<file path="src/rtl/mips32_trace_pkg.sv">
// Shared types, field widths and record layout for the mips32 pipeline trace buffer.
package mips32_trace_pkg;

  typedef enum logic [1:0] {
    IDLE    = 2'd0,
    ARMED   = 2'd1,
    CAPTURE = 2'd2,
    DONE    = 2'd3
  } traceState_t;

  localparam int unsigned DEF_DEPTH      = 16;
  localparam int unsigned DEF_RUN_LIMIT  = 16;
  localparam int unsigned DEF_CTRL_W     = 12;
  localparam int unsigned DEF_MEM_ADDR_W = 14;
  localparam int unsigned DEF_DATA_W     = 32;
  localparam int unsigned DEF_REG_ADDR_W = 5;
  localparam int unsigned DEF_PC_W       = 32;
  localparam int unsigned DEF_INSTR_W    = 32;
  localparam int unsigned DEF_TS_W       = 16;

  function automatic int unsigned recWidth(
    input int unsigned tsW,
    input int unsigned ctrlW,
    input int unsigned memAddrW,
    input int unsigned dataW,
    input int unsigned regAddrW,
    input int unsigned pcW,
    input int unsigned instrW
  );
    return tsW + ctrlW + memAddrW + 2 * dataW + regAddrW + pcW + 2 * instrW;
  endfunction

  localparam int unsigned DEF_REC_W = recWidth(DEF_TS_W, DEF_CTRL_W, DEF_MEM_ADDR_W, DEF_DATA_W,
                                               DEF_REG_ADDR_W, DEF_PC_W, DEF_INSTR_W);

  // LSB offsets of each field inside a default-width record
  localparam int unsigned OFF_INSTR_ID = 0;
  localparam int unsigned OFF_INSTR_IF = OFF_INSTR_ID + DEF_INSTR_W;
  localparam int unsigned OFF_NEXT_PC  = OFF_INSTR_IF + DEF_INSTR_W;
  localparam int unsigned OFF_BR_DATA  = OFF_NEXT_PC + DEF_PC_W;
  localparam int unsigned OFF_BR_ADDR  = OFF_BR_DATA + DEF_DATA_W;
  localparam int unsigned OFF_MEM_DATA = OFF_BR_ADDR + DEF_REG_ADDR_W;
  localparam int unsigned OFF_MEM_ADDR = OFF_MEM_DATA + DEF_DATA_W;
  localparam int unsigned OFF_CTRL     = OFF_MEM_ADDR + DEF_MEM_ADDR_W;
  localparam int unsigned OFF_TS       = OFF_CTRL + DEF_CTRL_W;

endpackage

</file>
<file path="src/rtl/mips32_trace_buffer_if.sv">
// Debug-tap, control and read-back signal bundle of the trace buffer.
interface mips32_trace_buffer_if
  import mips32_trace_pkg::*;
#(
  parameter int unsigned DEPTH      = DEF_DEPTH,
  parameter int unsigned CTRL_W     = DEF_CTRL_W,
  parameter int unsigned MEM_ADDR_W = DEF_MEM_ADDR_W,
  parameter int unsigned DATA_W     = DEF_DATA_W,
  parameter int unsigned REG_ADDR_W = DEF_REG_ADDR_W,
  parameter int unsigned PC_W       = DEF_PC_W,
  parameter int unsigned INSTR_W    = DEF_INSTR_W,
  parameter int unsigned TS_W       = DEF_TS_W
) ();

  localparam int unsigned REC_W = recWidth(TS_W, CTRL_W, MEM_ADDR_W, DATA_W, REG_ADDR_W, PC_W, INSTR_W);
  localparam int unsigned CNT_W = $clog2(DEPTH) + 1;

  logic                  arm;
  logic                  mode_wrap;
  logic                  sample_en;
  logic [CTRL_W-1:0]     ctrl_code;
  logic [MEM_ADDR_W-1:0] mem_addr;
  logic [DATA_W-1:0]     mem_data;
  logic [REG_ADDR_W-1:0] br_addr;
  logic [DATA_W-1:0]     br_data;
  logic [PC_W-1:0]       next_pc;
  logic [INSTR_W-1:0]    instr_if;
  logic [INSTR_W-1:0]    instr_id;
  logic                  rd_req;
  logic                  rd_valid;
  logic [REC_W-1:0]      rd_data;
  logic                  rd_last;
  logic [CNT_W-1:0]      count;
  logic [1:0]            state;
  logic                  done;
  logic                  overflow;

  modport master (
    output arm, mode_wrap, sample_en, ctrl_code, mem_addr, mem_data, br_addr, br_data,
           next_pc, instr_if, instr_id, rd_req,
    input  rd_valid, rd_data, rd_last, count, state, done, overflow
  );

  modport slave (
    input  arm, mode_wrap, sample_en, ctrl_code, mem_addr, mem_data, br_addr, br_data,
           next_pc, instr_if, instr_id, rd_req,
    output rd_valid, rd_data, rd_last, count, state, done, overflow
  );

endinterface

</file>
<file path="src/rtl/mips32_trace_ram.sv">
// Simple dual-port record store: one write port, one registered read port.
module mips32_trace_ram #(
  parameter  int unsigned DEPTH = 16,
  parameter  int unsigned WIDTH = 8,
  localparam int unsigned AW    = $clog2(DEPTH)
) (
  input  logic             clk,
  input  logic             rst,
  input  logic             we,
  input  logic [AW-1:0]    wAddr,
  input  logic [WIDTH-1:0] wData,
  input  logic             re,
  input  logic [AW-1:0]    rAddr,
  output logic [WIDTH-1:0] rData
);

  logic [WIDTH-1:0] mem [0:DEPTH-1];

  always_ff @(posedge clk) begin
    if (we) mem[wAddr] <= wData;
  end

  // Read register only loads on a request, so the last record stays visible
  always_ff @(posedge clk) begin
    if (rst)     rData <= '0;
    else if (re) rData <= mem[rAddr];
  end

endmodule

</file>
<file path="src/rtl/mips32_trace_buffer.sv">
// On-chip trace capture of mips32 pipeline debug taps into a circular record buffer.
// Optional macro TRACE_TRIGGER_PC_EN: arm waits in ARMED until next_pc hits TRIGGER_PC.
module mips32_trace_buffer
  import mips32_trace_pkg::*;
#(
  parameter int unsigned DEPTH      = DEF_DEPTH,
  parameter int unsigned RUN_LIMIT  = DEF_RUN_LIMIT,
  parameter int unsigned CTRL_W     = DEF_CTRL_W,
  parameter int unsigned MEM_ADDR_W = DEF_MEM_ADDR_W,
  parameter int unsigned DATA_W     = DEF_DATA_W,
  parameter int unsigned REG_ADDR_W = DEF_REG_ADDR_W,
  parameter int unsigned PC_W       = DEF_PC_W,
  parameter int unsigned INSTR_W    = DEF_INSTR_W,
  parameter int unsigned TS_W       = DEF_TS_W,
  parameter logic [31:0] TRIGGER_PC = 32'h0
) (
  input logic                  clk,
  input logic                  rst,
  mips32_trace_buffer_if.slave bus
);

  localparam int unsigned REC_W = recWidth(TS_W, CTRL_W, MEM_ADDR_W, DATA_W, REG_ADDR_W, PC_W, INSTR_W);
  localparam int unsigned AW    = $clog2(DEPTH);
  localparam int unsigned CNT_W = AW + 1;

`ifdef TRACE_TRIGGER_PC_EN
  localparam traceState_t ARM_NEXT = ARMED;
`else
  localparam traceState_t ARM_NEXT = CAPTURE;
`endif

  traceState_t      stateQ, stateD;
  logic [AW-1:0]    wrPtr, rdPtr;
  logic [CNT_W-1:0] countQ;
  logic [TS_W-1:0]  tsQ;
  logic [31:0]      sampleCnt;
  logic             wrapMode;
  logic             overflowQ;
  logic             rdValidQ;
  logic             rdLastQ;
  logic             doneD;

  logic             armOk, trigHit, capActive, wrEn, full, limitHit, fillHit, stopHit, rdAccept;
  logic [REC_W-1:0] wrRec, ramRdData;

  assign armOk     = bus.arm && ((stateQ == IDLE) || ((stateQ == DONE) && (countQ == '0)));
  // ARMED is never entered without the trigger macro, so this stays low there
  assign trigHit   = (stateQ == ARMED) && bus.sample_en && (bus.next_pc == PC_W'(TRIGGER_PC));
  assign capActive = (stateQ == CAPTURE) || trigHit;
  assign wrEn      = capActive && bus.sample_en;
  assign full      = (countQ == CNT_W'(DEPTH));
  assign limitHit  = (RUN_LIMIT != 0) && (sampleCnt == 32'(RUN_LIMIT - 1));
  assign fillHit   = !wrapMode && (countQ == CNT_W'(DEPTH - 1));
  assign stopHit   = wrEn && (limitHit || fillHit);
  assign rdAccept  = (stateQ == DONE) && bus.rd_req && (countQ != '0);

  assign wrRec = {tsQ, bus.ctrl_code, bus.mem_addr, bus.mem_data, bus.br_addr, bus.br_data,
                  bus.next_pc, bus.instr_if, bus.instr_id};

  always_ff @(posedge clk) begin
    if (rst) stateQ <= IDLE;
    else     stateQ <= stateD;
  end

  always_comb begin
    stateD = stateQ;
    case (stateQ)
      IDLE:    if (armOk) stateD = ARM_NEXT;
      ARMED: begin
        if (stopHit)      stateD = DONE;
        else if (trigHit) stateD = CAPTURE;
      end
      CAPTURE: if (stopHit) stateD = DONE;
      DONE:    if (armOk) stateD = ARM_NEXT;
      default: stateD = IDLE;
    endcase
  end

  always_comb begin
    doneD = (stateQ == DONE);
  end

  always_ff @(posedge clk) begin
    if (rst) begin
      wrPtr     <= '0;
      rdPtr     <= '0;
      countQ    <= '0;
      tsQ       <= '0;
      sampleCnt <= '0;
      wrapMode  <= 1'b0;
      overflowQ <= 1'b0;
      rdValidQ  <= 1'b0;
      rdLastQ   <= 1'b0;
    end else begin
      rdValidQ <= rdAccept;
      rdLastQ  <= rdAccept && (countQ == CNT_W'(1));
      if (armOk) begin
        wrPtr     <= '0;
        rdPtr     <= '0;
        countQ    <= '0;
        tsQ       <= '0;
        sampleCnt <= '0;
        overflowQ <= 1'b0;
        wrapMode  <= bus.mode_wrap;
      end else begin
        if (capActive) tsQ <= tsQ + 1'b1;
        if (wrEn) begin
          wrPtr     <= wrPtr + 1'b1;
          sampleCnt <= sampleCnt + 32'd1;
          if (!full) begin
            countQ <= countQ + 1'b1;
          end else if (wrapMode) begin
            // Full ring in wrap mode: the write lands on the oldest slot
            rdPtr     <= rdPtr + 1'b1;
            overflowQ <= 1'b1;
          end
        end
        if (rdAccept) begin
          rdPtr  <= rdPtr + 1'b1;
          countQ <= countQ - 1'b1;
        end
      end
    end
  end

  mips32_trace_ram #(
    .DEPTH (DEPTH),
    .WIDTH (REC_W)
  ) u_ram (
    .clk   (clk),
    .rst   (rst),
    .we    (wrEn),
    .wAddr (wrPtr),
    .wData (wrRec),
    .re    (rdAccept),
    .rAddr (rdPtr),
    .rData (ramRdData)
  );

  assign bus.rd_valid = rdValidQ;
  assign bus.rd_data  = ramRdData;
  assign bus.rd_last  = rdLastQ;
  assign bus.count    = countQ;
  assign bus.state    = stateQ;
  assign bus.done     = doneD;
  assign bus.overflow = overflowQ;

endmodule

</file>
<file path="src/flat_wrapper.sv">
// flat-port wrapper written by rule: the top's interface ports become plain ports
module mips32_trace_buffer_flat import mips32_trace_pkg::*;
#(
  parameter int unsigned DEPTH      = DEF_DEPTH,
  parameter int unsigned RUN_LIMIT  = DEF_RUN_LIMIT,
  parameter int unsigned CTRL_W     = DEF_CTRL_W,
  parameter int unsigned MEM_ADDR_W = DEF_MEM_ADDR_W,
  parameter int unsigned DATA_W     = DEF_DATA_W,
  parameter int unsigned REG_ADDR_W = DEF_REG_ADDR_W,
  parameter int unsigned PC_W       = DEF_PC_W,
  parameter int unsigned INSTR_W    = DEF_INSTR_W,
  parameter int unsigned TS_W       = DEF_TS_W,
  parameter logic [31:0] TRIGGER_PC = 32'h0
)
  (clk, rst, bus_arm, bus_mode_wrap, bus_sample_en, bus_ctrl_code, bus_mem_addr, bus_mem_data, bus_br_addr, bus_br_data, bus_next_pc, bus_instr_if, bus_instr_id, bus_rd_req, bus_rd_valid, bus_rd_data, bus_rd_last, bus_count, bus_state, bus_done, bus_overflow);
  mips32_trace_buffer_if #(.DEPTH(DEPTH), .CTRL_W(CTRL_W), .MEM_ADDR_W(MEM_ADDR_W), .DATA_W(DATA_W), .REG_ADDR_W(REG_ADDR_W), .PC_W(PC_W), .INSTR_W(INSTR_W), .TS_W(TS_W)) bus_i ();
  input logic clk;
  input logic rst;
  input wire logic [$bits(bus_i.arm)-1:0] bus_arm;
  input wire logic [$bits(bus_i.mode_wrap)-1:0] bus_mode_wrap;
  input wire logic [$bits(bus_i.sample_en)-1:0] bus_sample_en;
  input wire logic [$bits(bus_i.ctrl_code)-1:0] bus_ctrl_code;
  input wire logic [$bits(bus_i.mem_addr)-1:0] bus_mem_addr;
  input wire logic [$bits(bus_i.mem_data)-1:0] bus_mem_data;
  input wire logic [$bits(bus_i.br_addr)-1:0] bus_br_addr;
  input wire logic [$bits(bus_i.br_data)-1:0] bus_br_data;
  input wire logic [$bits(bus_i.next_pc)-1:0] bus_next_pc;
  input wire logic [$bits(bus_i.instr_if)-1:0] bus_instr_if;
  input wire logic [$bits(bus_i.instr_id)-1:0] bus_instr_id;
  input wire logic [$bits(bus_i.rd_req)-1:0] bus_rd_req;
  output wire logic [$bits(bus_i.rd_valid)-1:0] bus_rd_valid;
  output wire logic [$bits(bus_i.rd_data)-1:0] bus_rd_data;
  output wire logic [$bits(bus_i.rd_last)-1:0] bus_rd_last;
  output wire logic [$bits(bus_i.count)-1:0] bus_count;
  output wire logic [$bits(bus_i.state)-1:0] bus_state;
  output wire logic [$bits(bus_i.done)-1:0] bus_done;
  output wire logic [$bits(bus_i.overflow)-1:0] bus_overflow;
  assign bus_i.arm = bus_arm;
  assign bus_i.mode_wrap = bus_mode_wrap;
  assign bus_i.sample_en = bus_sample_en;
  assign bus_i.ctrl_code = bus_ctrl_code;
  assign bus_i.mem_addr = bus_mem_addr;
  assign bus_i.mem_data = bus_mem_data;
  assign bus_i.br_addr = bus_br_addr;
  assign bus_i.br_data = bus_br_data;
  assign bus_i.next_pc = bus_next_pc;
  assign bus_i.instr_if = bus_instr_if;
  assign bus_i.instr_id = bus_instr_id;
  assign bus_i.rd_req = bus_rd_req;
  assign bus_rd_valid = bus_i.rd_valid;
  assign bus_rd_data = bus_i.rd_data;
  assign bus_rd_last = bus_i.rd_last;
  assign bus_count = bus_i.count;
  assign bus_state = bus_i.state;
  assign bus_done = bus_i.done;
  assign bus_overflow = bus_i.overflow;
  mips32_trace_buffer #(.DEPTH(DEPTH), .RUN_LIMIT(RUN_LIMIT), .CTRL_W(CTRL_W), .MEM_ADDR_W(MEM_ADDR_W), .DATA_W(DATA_W), .REG_ADDR_W(REG_ADDR_W), .PC_W(PC_W), .INSTR_W(INSTR_W), .TS_W(TS_W), .TRIGGER_PC(TRIGGER_PC)) u_core (.clk(clk), .rst(rst), .bus(bus_i));
endmodule
</file>
<file path="config.mk">
export PLATFORM = sky130hd
export DESIGN_NAME = mips32_trace_buffer_flat
export DESIGN_NICKNAME = d
export VERILOG_FILES = /design/src/rtl/mips32_trace_pkg.sv /design/src/rtl/mips32_trace_buffer_if.sv /design/src/rtl/mips32_trace_ram.sv /design/src/rtl/mips32_trace_buffer.sv /design/src/flat_wrapper.sv
export SDC_FILE = /design/constraint.sdc
export NUM_CORES = 2
export LEC_CHECK = 0
export CORE_ASPECT_RATIO = 0.7
export CORE_MARGIN = 2
export CORE_UTILIZATION = 61
export DETAILED_ROUTE_END_ITERATION = 7
export GPL_TIMING_DRIVEN = 1
export PLACE_DENSITY = 0.88
export SLEW_MARGIN = 20
export SYNTH_ARGS = -nofsm -noshare
export SYNTH_HDL_FRONTEND = slang
export SYNTH_SLANG_ARGS = --single-unit
</file>
<file path="constraint.sdc">
create_clock -name clk -period 26.2 [get_ports clk]
set_input_delay 5.24 -clock clk [delete_from_list [all_inputs] [get_ports clk]]
set_output_delay 5.24 -clock clk [all_outputs]
set_load 0.01 [all_outputs]
</file>
Yosys cells after proc, flatten, opt, wreduce, memory -nomap -nowiden
Memory sizes are Yosys's and may differ from the RTL's. A register that Yosys moved wholly into a read port is not among the register bits. Cells that the tools add are included.

Bits in writable memories: 3312. Memories: 1. Register bits after elaboration: 67. Bits of input ports: 197. Output and inout bits: 218. Word-level logic and storage cells: 69.

Memory list: u_core.u_ram.mem (depth 16, width 207, rd ports 1, clocked after Yosys merged registers in 1, write ports 1, line mips32_trace_ram.sv:17) `logic [WIDTH-1:0] mem [0:DEPTH-1];`.

Equal/unequal tests: 11. Add/subtract/negate cells: 6. Reductions and logical operators: 27. Muxes and demuxes: 14.

Operators with widths (count): $add A32 B1 Y32 const B (1); $eq A32 B4 Y1 const B (1); $logic_not A32 Y1 (1); $add A16 B1 Y16 const B (1); $mux W4 (4); $mux W5 (3); $logic_and A1 B1 Y1 (10); $reduce_and A3 Y1 (3); $add A4 B1 Y4 const B (2); $mux W2 (4); $pmux W2 S3 (1); $reduce_bool A2 Y1 (3); $add A5 B1 Y5 const B (1); $eq A5 B1 Y1 const B (1); $eq A5 B4 Y1 const B (1); $eq A5 B5 Y1 const B (1); $logic_not A5 Y1 (1); $reduce_bool A5 Y1 (1); $sub A5 B1 Y5 const B (1); $eq A2 B2 Y1 const B (2); $ne A2 B1 Y1 const B (2); $reduce_or A2 Y1 (2); $logic_or A1 B1 Y1 (3); $ne A3 B1 Y1 const B (1); 6 further kinds (7).

Logic depth before layout (Yosys ltp)
Depth after elaboration: 8. Mapped depth: 10. Mapped depth without buffers: 7.

Cells and area by module
A second synthesis with hierarchy kept.

Cells, all modules: 7628. Area, all modules: 136233.2 um^2.

By module, submodules not included: mips32_trace_ram (times used 1, seq. area each 103599.4 um^2, cells an instance 7222, area each 132768.6 um^2); mips32_trace_buffer (times used 1, seq. area each 1341.3 um^2, cells an instance 406, area each 3464.6 um^2).

Worst setup path before layout
No wires, ideal clock.

Path kind: input-to-reg. Start: in bus_next_pc[27]. End: mem u_core.u_ram.mem[3][0] in the netlist's numbering, enable pin. Slack: 4763 ps. Data arrival time: 20409 ps. Cell stages on the path: 6. Buffers on the path: 1. Required time: 25173 ps. Setup time: 1027 ps. Cells stage by stage: nor4_1 > nand3_1 > o31ai_1 > clkbuf_1 > nand2_1 > nor3_1.

Longest elaborated chain between the ends: 6.

RTL lines: start: declaration (line flat_wrapper.sv:27) `input wire logic [$bits(bus_i.next_pc)-1:0] bus_next_pc;`; $logic_not A32 Y1 (line mips32_trace_buffer.sv:48) `assign trigHit = (stateQ == ARMED) && bus.sample_en && (bus.next_pc == PC_W'(TRIGGER_PC));`; $logic_and A1 B1 Y1 (line mips32_trace_buffer.sv:48); $logic_or A1 B1 Y1 (line mips32_trace_buffer.sv:49) `assign capActive = (stateQ == CAPTURE) || trigHit;`; $logic_and A1 B1 Y1 (line mips32_trace_buffer.sv:50) `assign wrEn = capActive && bus.sample_en;`; $mux W1 (line mips32_trace_ram.sv:20) `if (we) mem[wAddr] <= wData;`; $mux W1 (not written as such) (line mips32_trace_ram.sv:20); end: declaration (line mips32_trace_ram.sv:17).

Every way passes these cells.

Worst setup path after layout
Start: in bus_next_pc[29]. End: mem u_core.u_ram.mem[5][115] in the netlist's numbering, enable pin.

The elaborated chain is that of the path after synthesis.

==> flow_summary.yaml <==
global_routing:
  grt_pass1_wl_mm: 555
  grtUsageTotal_pct: 35.3
  grt_pass1_vias: 71600
  antenna_found_initial: 78
  gr-total-overflow: 0
  grt_max_degree: 176
timing:
  tightest_slew_ns: 1.24
  hold_viol_final: 0
  hold_slack_ns: 0.455
  setup_tns_ns: 0
  slew_headroom_pct: 17.2
  fmax_mhz: 86.6
  setup_viol: 0
  slew_viol_final: 0
  fin_worst_skew_ns: 0.0543
  fin_crit_sh_pct: 44.1
  min_period_ns: 11.54
  grt_setup_unrepaired: "false"
pwr:
  pwr-share-clk_pct: 41.9
  intPower_mw: 9.13
  ir_worst_vdd_v: 0.0000551
  p_per_area_nw_per_um2: 76.1
  switchingPower_mw: 2.51
  power.leakage_nw: 45.3
  p_comb_share_pct: 3.5
  total_power_mw: 11.6
  switching_share_pct: 21.6
  share_seq_of_total_power_pct: 54.6
setup_path:
  startpoint_type: "input port"
  crit_type: "in -> reg"
  required_ns: 26.67
  arrival_ns: 12.02
  crit_path_end_kind: "flop"
  cp_max_fo: 51
routing:
  wl_mm: 395
  routed-via-count: 72300
  drt_iter0_markers: 12800
  viasPerCell: 7.44
  ant_nets: 0
  drc_errors: 0
  wire_per_inst_um: 40.7
  drtPass1Iterations: 6
cts:
  clockRootBuffer: "clkbuf_16"
  cts_hold_buf: 0
  insertion_delay_ns: 0.91
  htreeDepth: 5
  postCtsSetupRepairBufs: 0
  cts_tree: "done"
  clkTransAtPathRegs_ns: 0.06
  cts_sinks: 3586
  cts_max_path_buffers: 4
  cts_made_buffers: 319
  post_cts_resized: 0
yosys:
  synth_fp_nets: 6172
  post_synth.cell_area_avg_sq_um: 22.6
  yosysMostFrequentCell: "edfxtp_1"
  ys_async_sr_fraction_pct: 0
  synth_ff_type: "edfxtp_1"
  syn_inst: 5960
  synth_top_area_share_pct: 73.9
  synth_top_area_cell: "edfxtp_1"
  synth_seq_cells: 3586
  ys_types: 51
  synth_edf_count: 3312
  syn-cell-area_sq_um: 135000
  ys_seq_area_share_pct: 78.0
  yosys_warnings: 0
  synthTopCellsByCount: "edfxtp_1 (3312), mux4_2 (1035), nand2_1 (467)"
  synth_area_leaders: "edfxtp_1 (74%), mux4_2 (17%), dfxtp_1 (4.1%), nand2_1 (1.3%), a21oi_1 (0.94%)"
placement:
  dp_hpwl_mm: 188
  dp.cells: 9073
  gp_congestion: 0.819
  post_dp_cell_area_sq_um: 142000
  port_buffers: 414
die:
  initial_core_util_pct: 61.3
  die_x_um: 565
  ios: 415
  rows: 144
  fp.dieH_um: 397
  core_sq_um: 220000
  dieArea_sq_um: 224000
finish:
  stdcell_area_sq_um: 153000
  stdcell_count: 9719
  drive_above_1_share_pct: 24.5
  syn_to_final_growth_pct: 13.6
  fin_nets: 6688
  fill_cells: 11600
hold_path:
  min_path_type: "reg -> reg"
outcome:
  status: "finished clean"
job:
  cap_violations: 0
worst max-delay path, stage by stage:
cell and delay, ns:
clkdlybuf4s50_1 0.81, nor4_1 0.97, nand3_1 0.70, o31ai_2 1.06, nand2_1 0.47, nor2_4 0.21
buf_4 0.65, buf_4 0.76, buf_4 0.86
cells in the final DEF, fill, tap and decap left out, types with 55 or more instances in the layout:
| cell | n |
|---|---|
| a21oi_1 | 252 |
| clkdlybuf4s50_1 | 413 |
| nand2_1 | 467 |
| diode_2 | 63 |
| edfxtp_1 | 3312 |
| clkbuf_16 | 325 |
| dfxtp_1 | 270 |
| mux4_2 | 1035 |
| clkbuf_1 | 69 |
| buf_4 | 88 |
| clkinv_2 | 55 |
routing by layer:
metal,up-vias,routed length [um],track usage [%]
met5,-,226,0
met4,32,30400,21.6
li1,26100,-,-
met1,37000,123000,44.1
met2,7422,197000,58.0
met3,1654,44900,6.88
power groups by stage:
| stage | clock [mW] | sequential [mW] | combinational, mW |
|---|---|---|---|
| after detailed placement | 0 | 6.47 | 0.381 |
| after global placement | 0 | 6.46 | 0.361 |
| after CTS | 4.88 | 6.35 | 0.400 |
| final | 4.87 | 6.36 | 0.407 |
| after global routing | 5.06 | 6.36 | 0.418 |
| after floorplan | 0 | 6.49 | 0.176 |
registers in the layout (all words and copies together), names as in the netlist:
register and cells:
u_core.u_ram.rData 207, u_core.u_ram.mem 3312, u_core.wrPtr 4, u_core.bus.overflow 1, u_core.wrapMode 1, u_core.bus.state 2, u_core.tsQ 16, u_core.sampleCnt 32
u_core.bus.rd_valid 1, u_core.bus.rd_last 1, u_core.rdPtr 4, u_core.bus.count 5
kinds of logic (layout without fill, tap and decap cells):
group	count (synthesis)	count (layout)	synth area share, %
compound gates	321	321	1.30
xor+xnor	3	3	0.0195
fa+ha+maj	15	15	0.139
buf+inv	345	1121	1.05
flops	3586	3586	78.0
mux	1045	1045	17.4
other cells	0	63	0
simple gates	645	645	2.10
through the flow:
step	worst slack [ns]	util [%]
floorplan	4.76	-
global placement	14.46	64.7
detailed placement	14.20	64.7
CTS	14.97	69.5
global route	14.69	69.6
finish	14.66	69.6
area by class of cell:
| class | instances | area, sq um | share of cell area [%] |
|---|---|---|---|
| clock inverters | 171 | 1810 | 1.19 |
| repair buffers | 522 | 5170 | 3.38 |
| flip-flops and latches | 3586 | 105000 | 68.7 |
| multi-input cells | 2029 | 28400 | 18.6 |
| clock buffers | 410 | 8610 | 5.64 |
| diodes | 63 | 158 | 0.103 |
| well taps | 2920 | 3650 | 2.39 |
| inverters | 18 | 67.6 | 0.0442 |
final timing paths:
path / start / to / slack, ns / depth (start not counted)
setup / recovery: bus_next_pc[29] / u_core.u_ram.mem[5][115]$_DFFE_PP_ / 14.66 / 9
hold reg to reg: u_core.u_ram.rData[199]$_SDFFE_PP0P_ / u_core.u_ram.rData[199]$_SDFFE_PP0P_ / 0.46 / 2
setup reg to reg: u_core.rdPtr[0]$_SDFFE_PP0P_ / u_core.u_ram.rData[142]$_SDFFE_PP0P_ / 19.69 / 9
hold / removal: u_core.u_ram.rData[199]$_SDFFE_PP0P_ / u_core.u_ram.rData[199]$_SDFFE_PP0P_ / 0.46 / 2
(Power assumes the default switching activity.)
